## config.mk

```make
export PLATFORM = sky130hd
export DESIGN_NAME = i2s_adc_receiver
export DESIGN_NICKNAME = d
export VERILOG_FILES = /design/src/rtl/audio_pkg.sv /design/src/rtl/sync_edge_det.sv /design/src/rtl/i2s_adc_receiver.sv
export SDC_FILE = /design/constraint.sdc
export NUM_CORES = 1
export LEC_CHECK = 0
export BUFFER_PORTS_ARGS = -buffer_cell sky130_fd_sc_hd__clkbuf_2
export CORE_ASPECT_RATIO = 2
export CORE_UTILIZATION = 57
export DETAILED_ROUTE_END_ITERATION = 12
export PLACE_DENSITY = 0.78
export SYNTH_ARGS = -nofsm -noshare
export SYNTH_HDL_FRONTEND = slang
export SYNTH_SLANG_ARGS = --single-unit
```

## constraint.sdc

```tcl
create_clock -name Clk -period 2.32 [get_ports Clk]
set_input_delay 0.116 -clock Clk [delete_from_list [all_inputs] [get_ports Clk]]
set_output_delay 0.116 -clock Clk [all_outputs]
set_load 0.01 [all_outputs]
```

## src/rtl/audio_pkg.sv

```systemverilog
// Shared types and constants for the codec audio capture path.
`default_nettype none

package audio_pkg;

  typedef enum logic [1:0] {
    SYNC  = 2'd0,
    SKIP  = 2'd1,
    SHIFT = 2'd2,
    WAIT  = 2'd3
  } rx_state_t;

  localparam int   AUD_W        = 16;
  localparam logic I2S_LEFT_LVL = 1'b0;

endpackage

`default_nettype wire

```

## src/rtl/sync_edge_det.sv

```systemverilog
// Two-flop synchroniser for an asynchronous pin followed by a single-edge detector.
`default_nettype none

module sync_edge_det #(
  parameter logic RISE = 1'b1
) (
  input  logic clk,
  input  logic rst_n,
  input  logic din,
  output logic pulse
);

  // ff[1:0] is the synchroniser; ff[2] holds the previous synchronised value.
  logic [2:0] ff;

  always_ff @(posedge clk or negedge rst_n) begin
    if (!rst_n) begin
      ff <= '0;
    end else begin
      ff <= {ff[1:0], din};
    end
  end

  assign pulse = RISE ? (ff[1] & ~ff[2]) : (~ff[1] & ff[2]);

endmodule

`default_nettype wire

```

## src/rtl/i2s_adc_receiver.sv

```systemverilog
// Deserialises codec ADC audio (codec is bus master) into {left,right} pairs
// delivered over a valid/ready handshake; all pins oversampled on Clk.
`default_nettype none

module i2s_adc_receiver
  import audio_pkg::*;
#(
  parameter int   DATA_W    = AUD_W,
  parameter int   LRC_DELAY = 1,
  parameter logic LEFT_LVL  = I2S_LEFT_LVL
) (
  input  logic              Clk,
  input  logic              Reset_n,
  input  logic              AUD_BCLK,
  input  logic              AUD_ADCLRCK,
  input  logic              AUD_ADCDAT,
  output logic [2*DATA_W-1:0] ADCDATA,
  output logic              adc_valid,
  input  logic              adc_ready,
  output logic              adc_overrun,
  input  logic              overrun_clr,
  output logic              adc_frame_err
);

  localparam int CNT_W  = $clog2(DATA_W + 1);
  localparam int SKIP_W = (LRC_DELAY < 2) ? 1 : $clog2(LRC_DELAY + 1);

  logic              bclk_rise;
  logic [1:0]        lrck_ff;
  logic [1:0]        dat_ff;
  logic              lrck_s;
  logic              dat_s;

  rx_state_t         state;
  rx_state_t         state_d;
  logic [CNT_W-1:0]  bit_cnt;
  logic [CNT_W-1:0]  bit_base;
  logic [SKIP_W-1:0] skip_cnt;
  logic [DATA_W-1:0] shift_q;
  logic [DATA_W-1:0] left_q;
  logic [DATA_W-1:0] word;
  logic              lrck_prev;
  logic              left_pend;

  logic              lrck_edge;
  logic              skip_done;
  logic              start_slot;
  logic              take_bit;
  logic              word_done;
  logic              frame_err_d;
  logic              is_left;
  logic              pair_done;
  logic              overrun_set;

  sync_edge_det #(.RISE(1'b1)) u_bclk_sync (
    .clk   (Clk),
    .rst_n (Reset_n),
    .din   (AUD_BCLK),
    .pulse (bclk_rise)
  );

  // LRCK and data share the BCLK synchroniser depth so they stay aligned with bclk_rise.
  always_ff @(posedge Clk or negedge Reset_n) begin
    if (!Reset_n) begin
      lrck_ff <= '0;
      dat_ff  <= '0;
    end else begin
      lrck_ff <= {lrck_ff[0], AUD_ADCLRCK};
      dat_ff  <= {dat_ff[0], AUD_ADCDAT};
    end
  end

  assign lrck_s    = lrck_ff[1];
  assign dat_s     = dat_ff[1];
  assign lrck_edge = bclk_rise && (lrck_s != lrck_prev);
  assign skip_done = (skip_cnt >= SKIP_W'(LRC_DELAY));
  assign is_left   = (lrck_s == LEFT_LVL);
  assign word      = {shift_q[DATA_W-2:0], dat_s};

  always_ff @(posedge Clk or negedge Reset_n) begin
    if (!Reset_n) begin
      state <= SYNC;
    end else begin
      state <= state_d;
    end
  end

  // The bclk_rise that reveals an LRCK edge counts as the first skipped edge.
  always_comb begin
    state_d     = state;
    start_slot  = 1'b0;
    take_bit    = 1'b0;
    word_done   = 1'b0;
    frame_err_d = 1'b0;
    bit_base    = bit_cnt;
    if (bclk_rise) begin
      if (lrck_edge) begin
        start_slot = 1'b1;
        bit_base   = '0;
        if (state == SHIFT) begin
          frame_err_d = 1'b1;
        end
        if (LRC_DELAY == 0) begin
          state_d  = SHIFT;
          take_bit = 1'b1;
        end else begin
          state_d  = SKIP;
        end
      end else begin
        case (state)
          SKIP: begin
            if (skip_done) begin
              state_d  = SHIFT;
              take_bit = 1'b1;
            end
          end
          SHIFT:   take_bit = 1'b1;
          default: ;
        endcase
      end
      if (take_bit && (bit_base == CNT_W'(DATA_W - 1))) begin
        word_done = 1'b1;
        state_d   = WAIT;
      end
    end
  end

  assign pair_done   = word_done && !is_left && left_pend;
  assign overrun_set = pair_done && adc_valid && !adc_ready;

  always_ff @(posedge Clk or negedge Reset_n) begin
    if (!Reset_n) begin
      bit_cnt   <= '0;
      skip_cnt  <= '0;
      shift_q   <= '0;
      left_q    <= '0;
      lrck_prev <= 1'b0;
      left_pend <= 1'b0;
    end else begin
      if (bclk_rise) begin
        lrck_prev <= lrck_s;
      end
      if (word_done) begin
        bit_cnt <= '0;
      end else if (take_bit) begin
        bit_cnt <= bit_base + CNT_W'(1);
      end else if (start_slot) begin
        bit_cnt <= '0;
      end
      if (start_slot) begin
        skip_cnt <= SKIP_W'(1);
      end else if (bclk_rise && (state == SKIP) && !skip_done) begin
        skip_cnt <= skip_cnt + SKIP_W'(1);
      end
      if (take_bit) begin
        shift_q <= word;
      end
      if (word_done && is_left) begin
        left_q <= word;
      end
      if (frame_err_d) begin
        left_pend <= 1'b0;
      end else if (word_done) begin
        left_pend <= is_left;
      end
    end
  end

  always_ff @(posedge Clk or negedge Reset_n) begin
    if (!Reset_n) begin
      ADCDATA       <= '0;
      adc_valid     <= 1'b0;
      adc_overrun   <= 1'b0;
      adc_frame_err <= 1'b0;
    end else begin
      adc_frame_err <= frame_err_d;
      if (pair_done && !overrun_set) begin
        ADCDATA   <= {left_q, word};
        adc_valid <= 1'b1;
      end else if (!pair_done && adc_valid && adc_ready) begin
        adc_valid <= 1'b0;
      end
      if (overrun_set) begin
        adc_overrun <= 1'b1;
      end else if (overrun_clr) begin
        adc_overrun <= 1'b0;
      end
    end
  end

endmodule

`default_nettype wire

```

==> reports/results.ini, run 1 <==
[critical_path]
startpoint = state[1]
cp_slowest_cell = dfrtp_1
path_class = register to register
crit_family = flip-flops
critical_path.max_fanout = 28
cp-end-kind = register
cp_data_arrival_time_ns = 2.27
crit_required_ns = 2.54
cp_cell_sequence = inv_1, ha_1, a21oi_2, nor2_1, nand4_4, buf_12, mux2_2
critPathBufInv = 2
reg2reg_from = state[1]
slowest_delay_ns = 0.38
worstSetupStartpointType = register

[clocking]
htreeDepth = 3
cts_buffers = 9
clk_latency_ns = 0.34
cts.repair.resized = 0
tritoncts = built
cts_sinks = 83
cts.clk_slew.worst_paths_ns = 0.06
max-clock-path-buffers = 2
clock-root-buffer = clkbuf_16

[power_and_ir_drop]
p_int_mw = 2.41
pwr-share-seq_pct = 48.7
clkPwrFrac_pct = 40.2
peakVddDrop_uv = 792
p_comb_share_pct = 11.2
swShare_pct = 26.2
power_density_nw_per_um2 = 823
p_leak_nw = 2.14
p_sw_mw = 0.857

[die]
die_x_um = 56.4
core.rowCount = 39
die_y_um = 111
start_util_pct = 59.0
dieArea_um2 = 6240
io_pins = 42
core_area_um2 = 5710

[sta]
hold_viol_final = 0
fmax_ghz = 0.488
worst_pin_slew_ns = 0.498
final_max_slew_viol_count = 0
period_share_pct = 88.4
fin_tns_setup_ns = 0
rsz0062_at_grt = no
slew_headroom_pct = 66.8
period_minus_slack_ns = 2.05
finalSetupViolCount = 0
worst_slack_ns = 0.269
clock_skew_ns = 0.00906

[grt]
grt_max_degree = 47
grt_util_all_layers_pct = 20.4
gr-usage-met3_pct = 5.83
grt_overflow = 0
grt_pass1_vias = 1958
antenna_found_initial = 0
use_met2_pct = 32.7
grt_pass1_wl_um = 9590
grt.busiest_layer = met2
grt_util_met1_pct = 24.7

[synth]
yosysUniqueCellTypes = 37
syn_area_um2 = 3370
netlist_top_cells_area = dfrtp_1 62%, mux2_2 13%, mux2_4 10%, buf_6 1.7%, ha_1 1.1%
syn_inst = 211
seq_area_frac_synth_pct = 61.7
avgSynthCellArea_um2 = 16.0
ys_seq_elements = 83
yosysTopAreaCell = dfrtp_1
yosysWarnings = 0
synth_nets = 221
synth_top_area_share_pct = 61.7

[min_path]
min-delay-path-class = primary input to register
hp-start = adc_ready

[status]
outcome = complete, no violations

[placed_design]
portBuffers = 41
gp_congestion = 0.819
hpwl_um = 3660
dp_slack_ns = 0.254

[routing]
via_per_inst = 5.66
antenna_left = 0
vias = 1878
dr.pass1.iters = 4
post_drt_wl_per_cell_um = 16.7
first_iter_violations = 43
totalWireLength_um = 5550
remaining_drc_errors = 0

[cells_and_area]
drive_gt1_share_pct = 49.1
final_cell_mix = 83 x dfrtp_1, 40 x mux2_2, 40 x clkbuf_2
final_common_cell = dfrtp_1
nets = 276
post-route-util_pct = 69.6
antenna_cells = 0
fillers = 410
area_delta_synth_final_pct = 18.0

[flow_run]
cap_violations = 0

## per-layer routing
metal,vias to the layer above,routed length (um)
met5,-,0
met4,0,154
met3,12,191
met2,35,2850
met1,969,2360
li1,862,-
## Yosys cell counts
cell type	number
nand2_1	8
nor4_1	1
nand2b_1	1
and3_1	2
buf_2	1
o211a_1	1
xnor2_1	2
ha_1	3
buf_6	5
mux2_2	40
a21o_1	1
nand3_4	1
o21ai_0	3
nand4_4	1
nor2b_2	1
a21oi_2	1
xor2_2	1
o22ai_1	1
a31oi_1	2
nand4_1	2
nand2b_4	1
inv_1	4
mux2i_1	1
nor4_4	1
nor2b_1	1
a211oi_1	1
a21oi_1	3
nor2_1	4
nand3_1	3
o32ai_1	1
nor3_4	1
nand4b_1	1
mux2_4	23
and2_1	3
nor3_1	1
nor2_4	1
dfrtp_1	83
## timing repair
item	CTS	global route
hold buffers	5	0
setup endpoints to repair	0	0
endpoints found under the hold margin	41	0
setup buffers	0	0
## tightest hold or removal path, stage by stage
cell and delay (ns):
clkbuf_2 0.07, nand2b_1 0.12, o21ai_0 0.09
## sequential cells by signal, indices dropped and copies added, names as in the netlist
name / flops
bit_cnt: 5
adc_frame_err: 1
left_q: 16
shift_q: 15
adc_valid: 1
left_pend: 1
dat_ff: 2
ADCDATA: 32
state: 2
skip_cnt: 1
lrck_ff: 2
adc_overrun: 1
u_bclk_sync.ff: 3
lrck_prev: 1
## path summary, 6_finish.rpt
path,to,slack (ns),depth (start not counted)
max,ADCDATA[30],0.27,7
min,adc_valid,0.12,3
max reg2reg,ADCDATA[30],0.27,7
min reg2reg,dat_ff[1],0.35,0
max in group asynchronous,skip_cnt,1.42,3
min in group asynchronous,ADCDATA[5],0.28,2
## cell type report
type | instances | area, um2 | share of cell area [%]
multi-input combinational | 118 | 1210 | 30.6
timing repair buffer | 50 | 313 | 7.87
clock inverter | 6 | 40.0 | 1.01
clock buffer | 10 | 239 | 6.01
inverter | 4 | 15.0 | 0.378
sequential | 83 | 2080 | 52.3
tap | 61 | 76.3 | 1.92
## stage by stage
step           hold WS [ns]  power (mW)  instances  area [um2]
2_1_floorplan        -0.180        1.87        211        3370
3_3_place_gp          0.111        1.96        311        3650
3_5_place_dp          0.114        1.98        311        3650
4_1_cts               0.115        3.31        332        3980
5_1_grt               0.129        3.41        332        3980
6_report              0.122        3.27        332        3980
## kinds of logic after synthesis
kind of cell               Yosys count  share of synthesized area (%)
muxes                               64                           23.9
AOI/OAI and AO/OA                   14                           2.71
adders and majority gates            3                           1.11
and+or+nand+nor                     34                           7.32
DFF                                 83                           61.7
buffers and inverters               10                           2.27
xor gates and xnor gates             3                           1.00
## power by group through the flow
stage               combinational (mW)  clock, mW  sequential, mW
global placement                 0.345          0            1.62
floorplan                        0.277          0            1.59
CTS                              0.370       1.35            1.59
finish                           0.366       1.31            1.59
global route                     0.406       1.40            1.60
detailed placement               0.358          0            1.62
No activity file was read; power rests on OpenSTA's default activity.
==> run 2, diff against run 1 <==
--- a/config.mk
+++ b/config.mk
@@ -10,6 +10,7 @@
 export CORE_UTILIZATION = 57
 export DETAILED_ROUTE_END_ITERATION = 12
 export PLACE_DENSITY = 0.78
+export RECOVER_POWER = 25
 export SYNTH_ARGS = -nofsm -noshare
 export SYNTH_HDL_FRONTEND = slang
 export SYNTH_SLANG_ARGS = --single-unit
==> run 2 against run 1 <==
Register-to-register slack is essentially flat. Critical path depth is the same. First-iteration DRC count is the same. Clock skew is essentially flat. Routed wire length grew 0.14%. Clock power is essentially flat. Die area is the same. Largest power group unchanged. Critical endpoint unchanged. Non-clock buffer count is the same. Combinational power is essentially flat. Critical path type unchanged. Global-route usage is the same.
==> reports/results.ini, run 2 (synthesis gave the netlist of run 1 again) <==
[status]
outcome = complete, no violations

[critical_path]
worstSetupStartpointType = register
path_class = register to register
cp_data_arrival_time_ns = 2.27  ; about the same
cp_cell_sequence = inv_1, ha_1, a21oi_2, nor2_1, nand4_4, buf_12, mux2_2
cp-end-kind = register
cp_slowest_cell = dfrtp_1
critPathBufInv = 2  ; unchanged
critical_path.max_fanout = 28  ; unchanged
slowest_delay_ns = 0.38  ; about the same
crit_required_ns = 2.54  ; about the same
crit_family = flip-flops

[grt]
grt.busiest_layer = met2
grt_overflow = 0  ; unchanged
antenna_found_initial = 0  ; unchanged
use_met2_pct = 32.7  ; unchanged
grt_pass1_vias = 1958  ; unchanged
grt_util_all_layers_pct = 20.4  ; unchanged
gr-usage-met3_pct = 5.83  ; unchanged
grt_util_met1_pct = 24.7  ; unchanged
grt_pass1_wl_um = 9590  ; unchanged
grt_max_degree = 47  ; unchanged

[routing]
first_iter_violations = 43  ; unchanged
antenna_left = 0  ; unchanged
vias = 1880  ; +0.11%
post_drt_wl_per_cell_um = 16.8  ; +0.14%
dr.pass1.iters = 4  ; unchanged
via_per_inst = 5.66  ; +0.11%
remaining_drc_errors = 0  ; unchanged
totalWireLength_um = 5560  ; +0.14%

[die]
io_pins = 42  ; unchanged
dieArea_um2 = 6240  ; unchanged
die_x_um = 56.4  ; unchanged
core_area_um2 = 5710  ; unchanged
die_y_um = 111  ; unchanged
start_util_pct = 59.0  ; unchanged
core.rowCount = 39  ; unchanged

[sta]
worst_pin_slew_ns = 0.963  ; +0.465 ns
rsz0062_at_grt = no
period_share_pct = 88.4  ; about the same
slew_headroom_pct = 35.8  ; -31 points
final_max_slew_viol_count = 0  ; unchanged
fin_tns_setup_ns = 0  ; unchanged
finalSetupViolCount = 0  ; unchanged
period_minus_slack_ns = 2.05  ; -0.0000270 ns
hold_viol_final = 0  ; unchanged
fmax_ghz = 0.488  ; about the same
clock_skew_ns = 0.00905  ; -0.0000142 ns

[flow_run]
cap_violations = 0  ; unchanged

[cells_and_area]
nets = 276  ; unchanged
top_register = ADCDATA
reg.largest.list = ADCDATA: 32 flops, left_q: 16 flops, shift_q: 15 flops
final_cell_mix = 83 x dfrtp_1, 40 x mux2_2, 35 x clkbuf_2
antenna_cells = 0  ; unchanged
drive_gt1_share_pct = 46.9  ; -2.2 points
largest_register_ffs = 32  ; unchanged
area_delta_synth_final_pct = 17.7
fillers = 414  ; +0.98%
post-route-util_pct = 69.4  ; -0.18 points
final_common_cell = dfrtp_1

[clocking]
tritoncts = built
clk_latency_ns = 0.34  ; about the same
cts_sinks = 83  ; unchanged
holdBufCountCts = 5  ; unchanged
htreeDepth = 3  ; unchanged
max-clock-path-buffers = 2  ; unchanged
cts.repair.resized = 0  ; unchanged
cts_setup_buffers = 0  ; unchanged
cts.clk_slew.worst_paths_ns = 0.06  ; about the same
cts_buffers = 9  ; unchanged
clock-root-buffer = clkbuf_16

[power_and_ir_drop]
power_density_nw_per_um2 = 825  ; +0.25%
p_leak_nw = 2.11  ; -1.0%
peakVddDrop_uv = 792  ; about the same

[placed_design]
hpwl_um = 3660  ; unchanged
gp_congestion = 0.819  ; unchanged
portBuffers = 41  ; unchanged

[min_path]
min-delay-path-class = primary input to register

## run 2: through the flow
step	hold slack (ns)	cell area, um2	worst slack, ns	instances	power (mW)
6_report	0.122	3970	0.269	332	3.27
5_1_grt	0.129	3970	0.155	332	3.41
4_1_cts	0.115	3980	0.250	332	3.31
3_5_place_dp	0.114	3650	0.254	311	1.98
3_3_place_gp	0.111	3650	0.347	311	1.96
2_1_floorplan	-0.180	3370	0.417	211	1.87
## run 2: report_power, final
group / leakage, nW / switching, mW / internal [mW]
sequential: 1.13 / 0.0724 / 1.52
combinational: 0.846 / 0.223 / 0.142
clock: 0.139 / 0.561 / 0.753
## run 2: cell type report
type	instances	area (um2)	share of cell area (%)
sequential	83	2080	52.4
multi-input combinational	118	1210	30.6
timing repair buffer	50	303	7.64
clock buffer	10	239	6.03
tap	61	76.3	1.92
clock inverter	6	40.0	1.01
inverter	4	15.0	0.379
## run 2: path summary, 6_finish.rpt
kind	from	endpoint	slack, ns	depth (start not counted)
setup / recovery	state[1]	ADCDATA[30]	0.27	7
hold / removal	adc_ready	adc_valid	0.12	3
setup reg to reg	state[1]	ADCDATA[30]	0.27	7
hold reg to reg	dat_ff[0]	dat_ff[1]	0.35	0
max in group asynchronous	Reset_n	skip_cnt	1.10	3
min in group asynchronous	Reset_n	ADCDATA[5]	0.46	2
## run 2: routing by layer
| metal | wire [um] | vias up |
|---|---|---|
| li1 | - | 863 |
| met1 | 2360 | 970 |
| met2 | 2850 | 35 |
| met3 | 193 | 12 |
| met4 | 154 | 0 |
| met5 | 0 | - |
## run 2: worst min-delay path, delay by kind of cell
kind	cells	cell delay (ns)
buf+inv	1	0.07
compound gates	1	0.09
simple gates	1	0.12
==> run 3, diff against run 2 <==
--- a/config.mk
+++ b/config.mk
@@ -6,6 +6,7 @@
 export NUM_CORES = 1
 export LEC_CHECK = 0
 export BUFFER_PORTS_ARGS = -buffer_cell sky130_fd_sc_hd__clkbuf_2
+export CAP_MARGIN = 40
 export CORE_ASPECT_RATIO = 2
 export CORE_UTILIZATION = 57
 export DETAILED_ROUTE_END_ITERATION = 12
@@ -13,4 +14,5 @@
 export RECOVER_POWER = 25
 export SYNTH_ARGS = -nofsm -noshare
 export SYNTH_HDL_FRONTEND = slang
+export SYNTH_HIERARCHICAL = 1
 export SYNTH_SLANG_ARGS = --single-unit
==> run 3 against run 2 <==
Routed wire length increased by 5.0%. Cell area decreased by 0.41%. Non-clock buffer count increased by 4. Worst hold slack improved by 0.016 ns. Power decreased by 2.6%. Maximum frequency decreased by 1.8%. Clock power decreased by 4%. Critical path depth decreased by 2. Sequential cell count unchanged. Sequential share of layout area increased by 0.22 points. Core utilization decreased by 0.28 points. Worst setup slack got worse by 0.038 ns.
==> reports/results.ini, run 3 <==
[status]
outcome = complete, no violations

[sta]
clock_skew_ns = 0.00572  ; -0.00333 ns
hold_viol_final = 0  ; unchanged
fin_tns_setup_ns = 0  ; unchanged
fmax_ghz = 0.479  ; -1.8%
slew_headroom_pct = 44.5  ; +8.8 points
final_max_slew_viol_count = 0  ; unchanged
worst_pin_slew_ns = 0.832  ; -0.131 ns
finalSetupViolCount = 0  ; unchanged
period_share_pct = 90.0  ; +1.6 points
rsz0062_at_grt = no
period_minus_slack_ns = 2.09  ; +0.0378 ns
worst_slack_ns = 0.231  ; -0.0378 ns

[min_path]
min-delay-path-class = primary input to register
hp-start = adc_ready

[synth]
netlist_top_cells_area = dfrtp_1 62%, mux2_4 13%, mux2_2 11%, buf_6 1.3%, ha_1 1.1%
avgSynthCellArea_um2 = 16.3  ; +1.9%
syn_area_um2 = 3370  ; about the same
ys_seq_elements = 83  ; unchanged
synth_edf_count = 0  ; unchanged
synth_top_area_share_pct = 61.7  ; about the same
syn_inst = 207  ; -1.9%
yosysUniqueCellTypes = 33  ; -11%
synthTopCellsByCount = 83 x dfrtp_1, 34 x mux2_2, 30 x mux2_4, 8 x nand2_1, 5 x inv_1
synth.most_common_cell = dfrtp_1
ys_async_sr_fraction_pct = 100  ; unchanged
synth_nets = 217  ; -1.8%
seq_area_frac_synth_pct = 61.7  ; about the same
yosysTopAreaCell = dfrtp_1
yosysWarnings = 6  ; +6
ys.flop_type = dfrtp_1

[critical_path]
path_class = register to register
cp_data_arrival_time_ns = 2.30  ; +0.03 ns
cp_slowest_cell = nor4_4
reg2reg_from = state[0]
cp_cell_sequence = inv_1, ha_1, nor4_4, nand3_4, mux2_2
slowest_delay_ns = 0.47  ; +0.09 ns
critical_path.max_fanout = 17  ; -39%
startpoint = state[0]
cp-end-kind = register
worstSetupStartpointType = register
rrSetupSlack_ns = 0.23  ; -0.04 ns
crit_required_ns = 2.53  ; about the same

[cells_and_area]
final_cell_mix = 83 x dfrtp_1, 35 x clkbuf_2, 34 x mux2_2
largest_register_ffs = 32  ; unchanged
top_register = ADCDATA
antenna_cells = 0  ; unchanged
reg.largest.list = ADCDATA: 32 flops, left_q: 16 flops, shift_q: 15 flops
final_common_cell = dfrtp_1
nets = 275  ; -0.36%
area_delta_synth_final_pct = 17.3
drive_gt1_share_pct = 46.8  ; about the same

[power_and_ir_drop]
clkPwrFrac_pct = 39.6  ; -0.6 points
p_int_mw = 2.40  ; -0.51%
p_comb_share_pct = 10.3  ; -0.9 points
pwr-share-seq_pct = 50.1  ; +1.4 points
power_density_nw_per_um2 = 807  ; -2.2%
p_sw_mw = 0.783  ; -8.6%
p_leak_nw = 2.13  ; +0.71%
swShare_pct = 24.6  ; -1.6 points
peakVddDrop_uv = 1130  ; +42%

[routing]
antenna_left = 0  ; unchanged
post_drt_wl_per_cell_um = 17.7  ; +5.7%
first_iter_violations = 38  ; -12%
remaining_drc_errors = 0  ; unchanged
dr.pass1.iters = 4  ; unchanged
via_per_inst = 5.53  ; -2.4%
vias = 1824  ; -3.0%
totalWireLength_um = 5840  ; +5.0%

[placed_design]
hpwl_um = 3850  ; +5.2%
portBuffers = 41  ; unchanged
gp_congestion = 0.850  ; +3.8%
dp_slack_ns = 0.218  ; -0.0358 ns

[die]
io_pins = 42  ; unchanged
start_util_pct = 59.0  ; about the same
die_y_um = 111  ; about the same
core_area_um2 = 5710  ; unchanged
die_x_um = 56.3  ; about the same
core.rowCount = 39  ; unchanged
dieArea_um2 = 6240  ; about the same

[clocking]
cts.clk_slew.worst_paths_ns = 0.06  ; about the same
cts.repair.resized = 0  ; unchanged
max-clock-path-buffers = 2  ; unchanged
cts_setup_buffers = 0  ; unchanged
clock-root-buffer = clkbuf_16
clk_latency_ns = 0.33  ; about the same
htreeDepth = 3  ; unchanged
cts_buffers = 9  ; unchanged
cts_sinks = 83  ; unchanged
tritoncts = built

[grt]
grt_max_degree = 34  ; -28%
antenna_found_initial = 0  ; unchanged
grt_pass1_wl_um = 10200  ; +6.8%
grt_overflow = 0  ; unchanged
grt_pass1_vias = 2045  ; +4.4%
grt_util_all_layers_pct = 22.2  ; +1.8 points

[flow_run]
cap_violations = 0  ; unchanged

==> run 3: cell types whose count changed in the layout (fill, tap and decap cells not counted), sizes merged, moves of 2 or more <==
cell	before	now
xnor2	2	0
clkbuf	51	54
nor3	2	0
nor2	5	3
a21oi	4	2
a31oi	2	0
buf	4	7
==> run 3: worst max-delay path, delay by kind of cell, from the launching register on <==
family,cells,cell delay (ns)
adders and majority gates,1,0.36
buffers and inverters,1,0.05
DFF,1,0.37
muxes,1,0.37
and+or+nand+nor,2,0.80
==> run 3: cell families (layout without fill, tap and decap cells) <==
family | count (synthesis) | count (layout) | synth area share [%]
DFF | 83 | 83 | 61.7
and+or+nand+nor | 29 | 29 | 6.50
muxes | 66 | 66 | 25.3
AOI/OAI and AO/OA | 12 | 12 | 2.49
buffers and inverters | 12 | 74 | 2.34
xor gates and xnor gates | 2 | 2 | 0.520
adders and majority gates | 3 | 3 | 1.11
==> run 3: metrics by stage <==
step / instance area (um2) / util, % / cells / power [mW] / hold WS [ns]
2_1_floorplan: 3370 / - / 207 / 1.83 / -0.180
3_3_place_gp: 3650 / 63.9 / 310 / 1.92 / 0.0738
3_5_place_dp: 3650 / 63.9 / 310 / 1.94 / 0.0808
4_1_cts: 3960 / 69.4 / 330 / 3.23 / 0.136
5_1_grt: 3950 / 69.2 / 330 / 3.32 / 0.181
6_report: 3950 / 69.2 / 330 / 3.19 / 0.138
==> run 3: worst paths after layout <==
kind	end	cells past startpoint
min reg2reg	u_bclk_sync/ff[1]	0
max in group asynchronous	left_pend	3
max reg2reg	left_q[1]	5
max	left_q[1]	5
min	adc_overrun	3
min in group asynchronous	u_bclk_sync/ff[0]	2
==> run 3: power groups by stage <==
stage | clock network (mW) | logic [mW] | registers (mW)
2_1_floorplan | 0 | 0.231 | 1.59
3_3_place_gp | 0 | 0.306 | 1.62
3_5_place_dp | 0 | 0.318 | 1.62
4_1_cts | 1.29 | 0.337 | 1.60
5_1_grt | 1.35 | 0.367 | 1.61
6_report | 1.26 | 0.329 | 1.60
==> run 3: area by class of cell <==
cell class	instances	area, um2
Inverter	5	18.8
Multi-Input combinational cell	112	1210
Sequential cell	83	2080
Timing Repair Buffer	54	304
Tap cell	61	76.3
Clock buffer	12	246
Clock inverter	3	15.0
Fill cell	426	1760
==> run 3: what timing repair did <==
item | 4_1_cts | 5_1_grt
hold buffers | 5 | 0
endpoints found under the setup margin | 0 | 0
hold endpoints to repair | 34 | 0
==> run 3: routing by layer <==
metal	GRT usage [%]	vias up	part of all wire, %
met5	0	-	0
met4	12.2	0	3.0
met3	5.02	14	2.6
met2	36.4	35	54
met1	26.6	936	40
li1	-	839	-
